## src/rtl/control_unit_if.sv

```systemverilog
`timescale 1ns/1ps
// Control bundle between the sequencer and the CPU datapath: IR/condition/memory
// status flowing in, one cycle's worth of bus selects, loads and strobes flowing out.
interface control_unit_if #(
    parameter int ALUW = 4
);
    logic [31:0]     ir;
    logic            con_ff;
    logic            mem_ready;

    logic            Gra, Grb, Grc, Rin, Rout, BAout;
    logic            PCout, MDRout, Zhighout, Zlowout, HIout, LOout, InPortout, Cout;
    logic            PCin, IRin, MARin, MDRin, Yin, Zin, HIin, LOin, OutPortin, CONin;
    logic            IncPC, Read, Write;
    logic [ALUW-1:0] alu_op;
    logic            run;

    modport master (
        input  ir, con_ff, mem_ready,
        output Gra, Grb, Grc, Rin, Rout, BAout,
        output PCout, MDRout, Zhighout, Zlowout, HIout, LOout, InPortout, Cout,
        output PCin, IRin, MARin, MDRin, Yin, Zin, HIin, LOin, OutPortin, CONin,
        output IncPC, Read, Write, alu_op, run
    );

    modport slave (
        output ir, con_ff, mem_ready,
        input  Gra, Grb, Grc, Rin, Rout, BAout,
        input  PCout, MDRout, Zhighout, Zlowout, HIout, LOout, InPortout, Cout,
        input  PCin, IRin, MARin, MDRin, Yin, Zin, HIin, LOin, OutPortin, CONin,
        input  IncPC, Read, Write, alu_op, run
    );
endinterface

```

## src/rtl/control_unit.sv

```systemverilog
`timescale 1ns/1ps
// Fetch/decode/execute sequencer for the CPU datapath. Opcodes are grouped into
// classes that share a step pattern; strobes are decoded from the step register.
module control_unit #(
    parameter int OPW  = 5,
    parameter int ALUW = 4
) (
    input  logic           clk,
    input  logic           reset,
    control_unit_if.master cu
);

    typedef enum logic [3:0] {
        S_RST, S_T0, S_T1, S_T2, S_T3, S_T4, S_T5, S_T6, S_T7, S_HALT
    } state_t;

    typedef enum logic [3:0] {
        C_REG, C_IMM, C_MULDIV, C_UNARY, C_LDI, C_LD, C_ST, C_BR,
        C_JR, C_JAL, C_IN, C_OUT, C_MFHI, C_MFLO, C_NOP, C_HALT
    } cls_t;

    function automatic cls_t op_class(input logic [OPW-1:0] op);
        case (op)
            5'd0:                          op_class = C_LD;
            5'd1:                          op_class = C_LDI;
            5'd2:                          op_class = C_ST;
            5'd3, 5'd4, 5'd5, 5'd6,
            5'd7, 5'd8, 5'd9, 5'd10:       op_class = C_REG;
            5'd11, 5'd12, 5'd13:           op_class = C_IMM;
            5'd14, 5'd15:                  op_class = C_MULDIV;
            5'd16, 5'd17:                  op_class = C_UNARY;
            5'd18:                         op_class = C_BR;
            5'd19:                         op_class = C_JR;
            5'd20:                         op_class = C_JAL;
            5'd21:                         op_class = C_IN;
            5'd22:                         op_class = C_OUT;
            5'd23:                         op_class = C_MFHI;
            5'd24:                         op_class = C_MFLO;
            5'd25:                         op_class = C_NOP;
            default:                       op_class = C_HALT;
        endcase
    endfunction

    // Address-forming ops (ld/ldi/st/br/addi) fall through to ADD.
    function automatic logic [ALUW-1:0] alu_code(input logic [OPW-1:0] op);
        case (op)
            5'd4:         alu_code = 4'd1;
            5'd5:         alu_code = 4'd4;
            5'd6:         alu_code = 4'd5;
            5'd7:         alu_code = 4'd6;
            5'd8:         alu_code = 4'd7;
            5'd9, 5'd12:  alu_code = 4'd8;
            5'd10, 5'd13: alu_code = 4'd9;
            5'd14:        alu_code = 4'd2;
            5'd15:        alu_code = 4'd3;
            5'd16:        alu_code = 4'd10;
            5'd17:        alu_code = 4'd11;
            default:      alu_code = 4'd0;
        endcase
    endfunction

    state_t          state_r, next_s;
    logic            t1_first_r;
    cls_t            cls_s;
    logic [ALUW-1:0] alu_s;

    assign cls_s = op_class(cu.ir[31 -: OPW]);
    assign alu_s = alu_code(cu.ir[31 -: OPW]);

    // Step register; t1_first_r marks the first T1 cycle so PC loads only once.
    always_ff @(posedge clk or negedge reset) begin
        if (!reset) begin
            state_r    <= S_RST;
            t1_first_r <= 1'b0;
        end else begin
            state_r    <= next_s;
            t1_first_r <= (next_s == S_T1) && (state_r != S_T1);
        end
    end

    // Next step and per-step strobe decode.
    always_comb begin
        next_s       = S_RST;
        cu.Gra       = 1'b0; cu.Grb      = 1'b0; cu.Grc       = 1'b0;
        cu.Rin       = 1'b0; cu.Rout     = 1'b0; cu.BAout     = 1'b0;
        cu.PCout     = 1'b0; cu.MDRout   = 1'b0; cu.Zhighout  = 1'b0;
        cu.Zlowout   = 1'b0; cu.HIout    = 1'b0; cu.LOout     = 1'b0;
        cu.InPortout = 1'b0; cu.Cout     = 1'b0; cu.PCin      = 1'b0;
        cu.IRin      = 1'b0; cu.MARin    = 1'b0; cu.MDRin     = 1'b0;
        cu.Yin       = 1'b0; cu.Zin      = 1'b0; cu.HIin      = 1'b0;
        cu.LOin      = 1'b0; cu.OutPortin = 1'b0; cu.CONin    = 1'b0;
        cu.IncPC     = 1'b0; cu.Read     = 1'b0; cu.Write     = 1'b0;
        cu.alu_op    = 4'd0;
        cu.run       = (state_r != S_RST) && (state_r != S_HALT);
        case (state_r)
            S_RST: next_s = S_T0;
            S_T0: begin
                next_s = S_T1;
                cu.PCout = 1'b1; cu.MARin = 1'b1; cu.IncPC = 1'b1; cu.Zin = 1'b1;
            end
            S_T1: begin
                next_s = cu.mem_ready ? S_T2 : S_T1;
                cu.Zlowout = 1'b1; cu.PCin = t1_first_r; cu.Read = 1'b1; cu.MDRin = 1'b1;
            end
            S_T2: begin
                next_s = S_T3;
                cu.MDRout = 1'b1; cu.IRin = 1'b1;
            end
            S_T3: begin
                case (cls_s)
                    C_HALT:                                   next_s = S_HALT;
                    C_JR, C_IN, C_OUT, C_MFHI, C_MFLO, C_NOP: next_s = S_T0;
                    default:                                  next_s = S_T4;
                endcase
                case (cls_s)
                    C_REG, C_IMM:      begin cu.Grb = 1'b1; cu.Rout = 1'b1; cu.Yin = 1'b1; end
                    C_MULDIV:          begin cu.Gra = 1'b1; cu.Rout = 1'b1; cu.Yin = 1'b1; end
                    C_UNARY:           begin cu.Grb = 1'b1; cu.Rout = 1'b1; cu.alu_op = alu_s; cu.Zin = 1'b1; end
                    C_LDI, C_LD, C_ST: begin cu.Grb = 1'b1; cu.BAout = 1'b1; cu.Yin = 1'b1; end
                    C_BR:              begin cu.Gra = 1'b1; cu.Rout = 1'b1; cu.CONin = 1'b1; end
                    C_JR:              begin cu.Gra = 1'b1; cu.Rout = 1'b1; cu.PCin = 1'b1; end
                    C_JAL:             begin cu.PCout = 1'b1; cu.Grb = 1'b1; cu.Rin = 1'b1; end
                    C_IN:              begin cu.InPortout = 1'b1; cu.Gra = 1'b1; cu.Rin = 1'b1; end
                    C_OUT:             begin cu.Gra = 1'b1; cu.Rout = 1'b1; cu.OutPortin = 1'b1; end
                    C_MFHI:            begin cu.HIout = 1'b1; cu.Gra = 1'b1; cu.Rin = 1'b1; end
                    C_MFLO:            begin cu.LOout = 1'b1; cu.Gra = 1'b1; cu.Rin = 1'b1; end
                    default:           cu.run = 1'b1;
                endcase
            end
            S_T4: begin
                case (cls_s)
                    C_UNARY, C_JAL: next_s = S_T0;
                    C_HALT:         next_s = S_HALT;
                    default:        next_s = S_T5;
                endcase
                case (cls_s)
                    C_REG:             begin cu.Grc = 1'b1; cu.Rout = 1'b1; cu.alu_op = alu_s; cu.Zin = 1'b1; end
                    C_IMM:             begin cu.Cout = 1'b1; cu.alu_op = alu_s; cu.Zin = 1'b1; end
                    C_MULDIV:          begin cu.Grb = 1'b1; cu.Rout = 1'b1; cu.alu_op = alu_s; cu.Zin = 1'b1; end
                    C_UNARY:           begin cu.Zlowout = 1'b1; cu.Gra = 1'b1; cu.Rin = 1'b1; end
                    C_LDI, C_LD, C_ST: begin cu.Cout = 1'b1; cu.Zin = 1'b1; end
                    C_BR:              begin cu.PCout = 1'b1; cu.Yin = 1'b1; end
                    C_JAL:             begin cu.Gra = 1'b1; cu.Rout = 1'b1; cu.PCin = 1'b1; end
                    default:           cu.run = 1'b1;
                endcase
            end
            S_T5: begin
                case (cls_s)
                    C_MULDIV, C_LD, C_ST, C_BR: next_s = S_T6;
                    default:                    next_s = S_T0;
                endcase
                case (cls_s)
                    C_REG, C_IMM, C_LDI: begin cu.Zlowout = 1'b1; cu.Gra = 1'b1; cu.Rin = 1'b1; end
                    C_MULDIV:            begin cu.Zlowout = 1'b1; cu.LOin = 1'b1; end
                    C_LD, C_ST:          begin cu.Zlowout = 1'b1; cu.MARin = 1'b1; end
                    C_BR:                begin cu.Cout = 1'b1; cu.Zin = 1'b1; end
                    default:             cu.run = 1'b1;
                endcase
            end
            S_T6: begin
                case (cls_s)
                    C_LD:    next_s = cu.mem_ready ? S_T7 : S_T6;
                    C_ST:    next_s = S_T7;
                    default: next_s = S_T0;
                endcase
                case (cls_s)
                    C_MULDIV: begin cu.Zhighout = 1'b1; cu.HIin = 1'b1; end
                    C_LD:     begin cu.Read = 1'b1; cu.MDRin = 1'b1; end
                    C_ST:     begin cu.Gra = 1'b1; cu.Rout = 1'b1; cu.MDRin = 1'b1; end
                    C_BR:     begin cu.Zlowout = cu.con_ff; cu.PCin = cu.con_ff; end
                    default:  cu.run = 1'b1;
                endcase
            end
            S_T7: begin
                case (cls_s)
                    C_ST:    next_s = cu.mem_ready ? S_T0 : S_T7;
                    default: next_s = S_T0;
                endcase
                case (cls_s)
                    C_LD:    begin cu.MDRout = 1'b1; cu.Gra = 1'b1; cu.Rin = 1'b1; end
                    C_ST:    cu.Write = 1'b1;
                    default: cu.run = 1'b1;
                endcase
            end
            S_HALT:  next_s = S_HALT;
            default: next_s = S_RST;
        endcase
    end

endmodule

```

## src/flat_wrapper.sv

```systemverilog
// flat-port wrapper written by rule: the top's interface ports become plain ports
module control_unit_flat 
#(
    parameter int OPW  = 5,
    parameter int ALUW = 4
)
  (clk, reset, cu_ir, cu_con_ff, cu_mem_ready, cu_Gra, cu_Grb, cu_Grc, cu_Rin, cu_Rout, cu_BAout, cu_PCout, cu_MDRout, cu_Zhighout, cu_Zlowout, cu_HIout, cu_LOout, cu_InPortout, cu_Cout, cu_PCin, cu_IRin, cu_MARin, cu_MDRin, cu_Yin, cu_Zin, cu_HIin, cu_LOin, cu_OutPortin, cu_CONin, cu_IncPC, cu_Read, cu_Write, cu_alu_op, cu_run);
  control_unit_if #(.ALUW(ALUW)) cu_i ();
  input  logic clk;
  input  logic reset;
  input wire logic [$bits(cu_i.ir)-1:0] cu_ir;
  input wire logic [$bits(cu_i.con_ff)-1:0] cu_con_ff;
  input wire logic [$bits(cu_i.mem_ready)-1:0] cu_mem_ready;
  output wire logic [$bits(cu_i.Gra)-1:0] cu_Gra;
  output wire logic [$bits(cu_i.Grb)-1:0] cu_Grb;
  output wire logic [$bits(cu_i.Grc)-1:0] cu_Grc;
  output wire logic [$bits(cu_i.Rin)-1:0] cu_Rin;
  output wire logic [$bits(cu_i.Rout)-1:0] cu_Rout;
  output wire logic [$bits(cu_i.BAout)-1:0] cu_BAout;
  output wire logic [$bits(cu_i.PCout)-1:0] cu_PCout;
  output wire logic [$bits(cu_i.MDRout)-1:0] cu_MDRout;
  output wire logic [$bits(cu_i.Zhighout)-1:0] cu_Zhighout;
  output wire logic [$bits(cu_i.Zlowout)-1:0] cu_Zlowout;
  output wire logic [$bits(cu_i.HIout)-1:0] cu_HIout;
  output wire logic [$bits(cu_i.LOout)-1:0] cu_LOout;
  output wire logic [$bits(cu_i.InPortout)-1:0] cu_InPortout;
  output wire logic [$bits(cu_i.Cout)-1:0] cu_Cout;
  output wire logic [$bits(cu_i.PCin)-1:0] cu_PCin;
  output wire logic [$bits(cu_i.IRin)-1:0] cu_IRin;
  output wire logic [$bits(cu_i.MARin)-1:0] cu_MARin;
  output wire logic [$bits(cu_i.MDRin)-1:0] cu_MDRin;
  output wire logic [$bits(cu_i.Yin)-1:0] cu_Yin;
  output wire logic [$bits(cu_i.Zin)-1:0] cu_Zin;
  output wire logic [$bits(cu_i.HIin)-1:0] cu_HIin;
  output wire logic [$bits(cu_i.LOin)-1:0] cu_LOin;
  output wire logic [$bits(cu_i.OutPortin)-1:0] cu_OutPortin;
  output wire logic [$bits(cu_i.CONin)-1:0] cu_CONin;
  output wire logic [$bits(cu_i.IncPC)-1:0] cu_IncPC;
  output wire logic [$bits(cu_i.Read)-1:0] cu_Read;
  output wire logic [$bits(cu_i.Write)-1:0] cu_Write;
  output wire logic [$bits(cu_i.alu_op)-1:0] cu_alu_op;
  output wire logic [$bits(cu_i.run)-1:0] cu_run;
  assign cu_i.ir = cu_ir;
  assign cu_i.con_ff = cu_con_ff;
  assign cu_i.mem_ready = cu_mem_ready;
  assign cu_Gra = cu_i.Gra;
  assign cu_Grb = cu_i.Grb;
  assign cu_Grc = cu_i.Grc;
  assign cu_Rin = cu_i.Rin;
  assign cu_Rout = cu_i.Rout;
  assign cu_BAout = cu_i.BAout;
  assign cu_PCout = cu_i.PCout;
  assign cu_MDRout = cu_i.MDRout;
  assign cu_Zhighout = cu_i.Zhighout;
  assign cu_Zlowout = cu_i.Zlowout;
  assign cu_HIout = cu_i.HIout;
  assign cu_LOout = cu_i.LOout;
  assign cu_InPortout = cu_i.InPortout;
  assign cu_Cout = cu_i.Cout;
  assign cu_PCin = cu_i.PCin;
  assign cu_IRin = cu_i.IRin;
  assign cu_MARin = cu_i.MARin;
  assign cu_MDRin = cu_i.MDRin;
  assign cu_Yin = cu_i.Yin;
  assign cu_Zin = cu_i.Zin;
  assign cu_HIin = cu_i.HIin;
  assign cu_LOin = cu_i.LOin;
  assign cu_OutPortin = cu_i.OutPortin;
  assign cu_CONin = cu_i.CONin;
  assign cu_IncPC = cu_i.IncPC;
  assign cu_Read = cu_i.Read;
  assign cu_Write = cu_i.Write;
  assign cu_alu_op = cu_i.alu_op;
  assign cu_run = cu_i.run;
  control_unit #(.OPW(OPW), .ALUW(ALUW)) u_core (.clk(clk), .reset(reset), .cu(cu_i));
endmodule
```

## config.mk

```make
export PLATFORM = sky130hd
export DESIGN_NAME = control_unit_flat
export DESIGN_NICKNAME = d
export VERILOG_FILES = /design/src/rtl/control_unit_if.sv /design/src/rtl/control_unit.sv /design/src/flat_wrapper.sv
export SDC_FILE = /design/constraint.sdc
export NUM_CORES = 1
export LEC_CHECK = 0
export BUFFER_PORTS_ARGS = -buffer_cell sky130_fd_sc_hd__buf_2
export CORE_AREA = 3 3 63 65
export DETAILED_ROUTE_END_ITERATION = 16
export DIE_AREA = 0 0 66 68
export PLACE_DENSITY = 0.73
export SYNTH_ARGS = -nofsm -noshare
export SYNTH_HDL_FRONTEND = slang
export SYNTH_SLANG_ARGS = --single-unit
```

## constraint.sdc

```tcl
create_clock -name clk -period 1.55 [get_ports clk]
set_input_delay 0.0775 -clock clk [delete_from_list [all_inputs] [get_ports clk]]
set_output_delay 0.0775 -clock clk [all_outputs]
set_load 0.005 [all_outputs]
```

# [After elaboration in Yosys (flattened, before gate mapping)]
# Memory sizes are Yosys's and may differ from the RTL's.
# Index checks and enable logic that the tools add are counted.
[word_totals] memories=2 word_cells=121 mem_bits_ro=256 regBits=5 ram_bits=0 latch_bits=0
[classes] n_bitwise=0 multipliers=0 magnitude_cmp=0 eq_ne=27 shifts=0 n_mux=68 reduce_logical=22 add_sub_neg=0 div_mod_pow=0
[memory_table] memory="(name not given)" depth=32 word_bits=4 rd=1 rd_ports_with_merged_regs=0 write_ports=0 line_no="control_unit.sv:46" rtl="case (op)"
[memory_table] memory="(name not given)" depth=32 word_bits=4 rd=1 rd_ports_with_merged_regs=0 write_ports=0 line_no="control_unit.sv:23" rtl="case (op)"
[op_table] cell="$mux 1" n=42
[op_table] cell="$eq 4x4->1 const B" n=10
[op_table] cell="$pmux 4 s10" n=1
[op_table] cell="$eq 4x3->1 const B" n=8
[op_table] cell="$pmux 4 s2" n=4
[op_table] cell="$reduce_or 7->1" n=4
[op_table] cell="$eq 4x2->1 const B" n=5
[op_table] cell="$mux 4" n=5
[op_table] cell="$pmux 1 s4" n=4
[op_table] cell="$pmux 1 s2" n=7
[op_table] cell="$reduce_or 14->1" n=1
[op_table] cell="$reduce_or 3->1" n=4
[op_table] cell="$reduce_or 4->1" n=3
[op_table] cell="$reduce_or 6->1" n=2
[op_table] cell="$pmux 1 s5" n=2
[op_table] cell="$reduce_or 9->1" n=1
[op_table] cell="$eq 4x1->1 const B" n=2
[op_table] cell="$logic_not 4->1" n=2
[op_table] cell="$pmux 1 s3" n=2
[op_table] cell="$ne 4x2->1 const B" n=1
[op_table] cell="$ne 4x4->1 const B" n=1
[op_table] cell="$reduce_bool 4->1" n=1
[op_table] cell="$reduce_or 2->1" n=2
[op_table] cell="$mux 3" n=1
[op_table] cell="$logic_and 1x1->1" n=2

# [Depth between registers and ports, before layout]
# An unclocked memory read counts as a cell.
[depth] depth_word=7 depth_mapped=10 ltp_nobuf=8

# [Least setup slack after synthesis]
# OpenSTA, ideal clock, no wires.
[synth_path] kind="input port to output port" start="input cu_ir[28]" end="output cu_Gra" required_ps=1472 path_stages=9 path_buffers=1 slack_ps=-178 arrival_time_ps=1651 cell_sequence="inv_1 > ha_1 > mux2i_1 > o2bb2ai_2 > or2_1 > buf_2 > a221o_1 > a211oi_1 > o211ai_1"
[synth_between] elab_chain_cells=5
[synth_lines] item="start, declared" line_no="flat_wrapper.sv:11" rtl="input wire logic [$bits(cu_i.ir)-1:0] cu_ir;"
[synth_lines] item="$mem_v2 32x4 *"
[synth_lines] item="$eq 4x4->1, or another cell as far along" line_no="control_unit.sv:115" rtl="case (cls_s)"
[synth_lines] item="$reduce_or 7->1 (no line), or another cell as far along"
[synth_lines] item="$mux 1 (on tied branches)" line_no="control_unit.sv:115, control_unit.sv:136, control_unit.sv:152"
[synth_lines] item="$pmux 1 s5 *" line_no="control_unit.sv:95" rtl="case (state_r)"
[synth_lines] item="end, declared" line_no="flat_wrapper.sv:14" rtl="output wire logic [$bits(cu_i.Gra)-1:0] cu_Gra;"
# Every way passes the cells marked *; elsewhere a longest branch is shown, timed or not.

# [Final worst setup path]
[layout_path] start="input cu_ir[29]" end="output cu_alu_op[2]"
[layout_between] elab_chain_cells=5
[layout_lines] item="$mem_v2 32x4"
[layout_lines] item="$eq 4x1->1, or another cell as far along" line_no="control_unit.sv:136" rtl="case (cls_s)"
[layout_lines] item="$reduce_or 3->1 (no line)"
[layout_lines] item="$mux 4" line_no="control_unit.sv:136"
[layout_lines] item="$pmux 4 s2 *" line_no="control_unit.sv:95"
[layout_lines] item="end, declared" line_no="flat_wrapper.sv:41" rtl="output wire logic [$bits(cu_i.alu_op)-1:0] cu_alu_op;"
# Marked as above.

==> flow_metrics.tcl <==
set metrics [dict create \
    place_ws_ns -0.435 \
    worst_slack_ns -0.543 \
    io_buffers 40 \
    die_y_um 68 \
    fp-row-count 21 \
    maxSlewHeadroom 0.680 \
    cp_max_fo 7 \
    p_seq_frac 0.102 \
    synth_warnings 0 \
    crit_path_cell_trace "buf_2 -> buf_4 -> nor2_2 -> a32oi_4 -> a211oi_4 -> xor2_1 -> nand3_2 -> nor3_2 -> buf_2" \
    n_fill_cell 92 \
    swShare 0.500 \
    grt_pass1_wl_um 11500 \
    cap_violations 0 \
    core_area_mm2 0.00339 \
    rsz0062_at_grt "true" \
    leakagePower_nw 1.42 \
    setup_viol 34 \
    htreeDepth 1 \
    async_reset_ff_frac 1.00 \
    die_x_um 66 \
    power_w 0.00299 \
    syn_area_per_cell_um2 6.60 \
    final_util 0.937 \
    power.density_mw_per_mm2 942 \
    postRouteAntennaNets 0 \
    worstSetupEndpointType "output port" \
    layout_common_cells "buf_4 (73), buf_6 (37), buf_2 (34)" \
    layout_commonest_cell "buf_4" \
    whs_ns 0.191 \
    vdd_drop_max_mv 0.432 \
    fin_crit_ns 2.09 \
    max_freq_mhz 478 \
    finalWirelength_um 10200 \
    path_class "input pin to output port" \
    diodes 0 \
    drv_slew 0 \
    violations "negative setup slack" \
    crit_top_cell "buf_2" \
    ioPinCount 68 \
    dr.pass1.iters 7 \
    yosys_most_used_dff "dfrtp_1" \
    cpMaxStageDelayCell "a211oi_4" \
    root_buffer "clkbuf_4" \
    antenna_found_initial 0 \
    place_congestion 0.926 \
    synth_edf_count 0 \
    cts_buffer_depth 2 \
    vias 2729 \
    syn-num-nets 251 \
    dpl.hpwl_um 4080 \
    cts_sinks 5 \
    vias_per_cell 6.94 \
    grt-ovfl-total 0 \
    syn_area_mm2 0.00139 \
    crit_required_ns 1.47 \
    cts_buffers 3 \
    die_area_mm2 0.00449 \
    wl_per_cell_um 26.1 \
    hold_class "input pin to asynchronous set/reset pin" \
    path_delay_family "simple AND/OR/NAND/NOR gates" \
    drive_above_1_share 0.695 \
    skew_ns 0.0166 \
    drtIter0Drc 426 \
    synthesis.instances 210 \
    drcViolationCount 0 \
    finalCritPeriodShare 1.35 \
    worst_pin_slew_ns 0.480 \
    p_switching_w 0.00150 \
    grt_pass1_vias 2413 \
    yosysUniqueCellTypes 61 \
    grt_max_degree 12 \
    cp.arrival_ns 2.02 \
    layout.nets 389 \
    start_util 0.409 \
    critPathLaunchType "input pin" \
    yosysSeqAreaShare 0.0903 \
    insertion_delay_ns 0.27 \
    critPathBufInv 3 \
    status "complete, but fails checks" \
    ys_ff_latch 5 \
    clk_pin_slew_worst_paths_ns 0.06 \
    grt_util_all_layers 0.333 \
    finalHoldViolations 0 \
    p_int_w 0.00150 \
    cpPeakStageDelay_ns 0.38 \
    p_clk_frac 0.058 \
    pwr-share-comb 0.840 \
    synthToLayoutAreaGrowth_pct 129 \
    cts_tree "built" \
]
## registers in the layout, summed over array words and instances (netlist names)
signal and cells:
u_core.t1_first_r 1, u_core.state_r 4
## per-layer routing
layer,track usage,vias to the layer above,share of wire
li1,-,1051,-
met2,0.561,303,0.43
met1,0.379,1241,0.33
met4,0.241,0,0.10
met5,0,-,0
met3,0.0624,134,0.13
## stage by stage
step / instance area [um^2] / cells / TNS, ns
2_1_floorplan: 1460 / 210 / -0.335
4_1_cts: 2750 / 378 / -5.12
3_3_place_gp: 2240 / 362 / -9.06
3_5_place_dp: 2240 / 362 / -10.50
5_1_grt: 3180 / 393 / -11.78
6_report: 3180 / 393 / -10.54
## power groups by stage
stage / Combinational, W / Clock [W] / Sequential [W]
floorplan: 0.000746 / 0 / 0.000218
global placement: 0.00137 / 0 / 0.000251
detailed placement: 0.00140 / 0 / 0.000254
CTS: 0.00177 / 0.000152 / 0.000282
global route: 0.00258 / 0.000178 / 0.000303
finish: 0.00251 / 0.000173 / 0.000306
## what timing repair did
action / in CTS / in global routing
hold buffers: 1 / 0
pin swaps: 33 / 34
hold endpoints to repair: 5 / 0
resized for setup: 97 / 70
setup endpoints to repair: 35 / 36
setup buffers: 11 / 19
## worst paths after layout
path,startpoint,end,slack [ns],cells past startpoint
worst min register to register,u_core.state_r[3]$_DFF_PN0_,u_core.t1_first_r$_DFF_PN0_,0.79,5
min in group clk,cu_mem_ready,u_core.state_r[3]$_DFF_PN0_,0.28,3
worst min-delay path,reset,u_core.state_r[2]$_DFF_PN0_,0.19,2
worst max-delay path,cu_ir[29],cu_alu_op[2],-0.54,9
max in group asynchronous,reset,u_core.state_r[0]$_DFF_PN0_,1.18,2
worst max register to register,u_core.state_r[1]$_DFF_PN0_,u_core.state_r[2]$_DFF_PN0_,-0.40,7
## cell families (layout without fill, tap and decap cells)
family | Yosys count | after routing | share of synthesized area
buffers and inverters | 20 | 157 | 0.0767
multiplexers | 5 | 5 | 0.0487
flip-flops | 5 | 5 | 0.0903
AND/OR/NAND/NOR | 107 | 107 | 0.381
adder cells (fa/ha/maj) | 5 | 5 | 0.0451
AO/OA/AOI/OAI | 66 | 66 | 0.346
XOR/XNOR | 2 | 2 | 0.0126
## cells in the mapped netlist (3+ instances only)
cell / instances / area share
o22ai_1: 3 / 0.014
clkbuf_1: 4 / 0.011
a21o_1: 3 / 0.016
nor3_1: 9 / 0.032
nor2b_1: 5 / 0.023
nand3_1: 12 / 0.043
inv_1: 4 / 0.011
buf_4: 3 / 0.016
nand2b_1: 6 / 0.027
nand2_1: 25 / 0.068
a31oi_1: 5 / 0.023
nor2_1: 31 / 0.084
o21ai_0: 14 / 0.051
dfrtp_1: 5 / 0.090
buf_2: 4 / 0.014
a21oi_1: 9 / 0.032
o211ai_1: 6 / 0.032
ha_1: 5 / 0.045
## cell type report
cell class	count	area (um^2)	area share
Timing Repair Buffer	148	1200	0.379
Multi-Input combinational cell	185	1730	0.543
Sequential cell	5	129	0.0406
Clock buffer	4	26.3	0.00827
Tap cell	46	57.6	0.0181
Inverter	5	33.8	0.0106
Power figures use the tool's default switching activity.
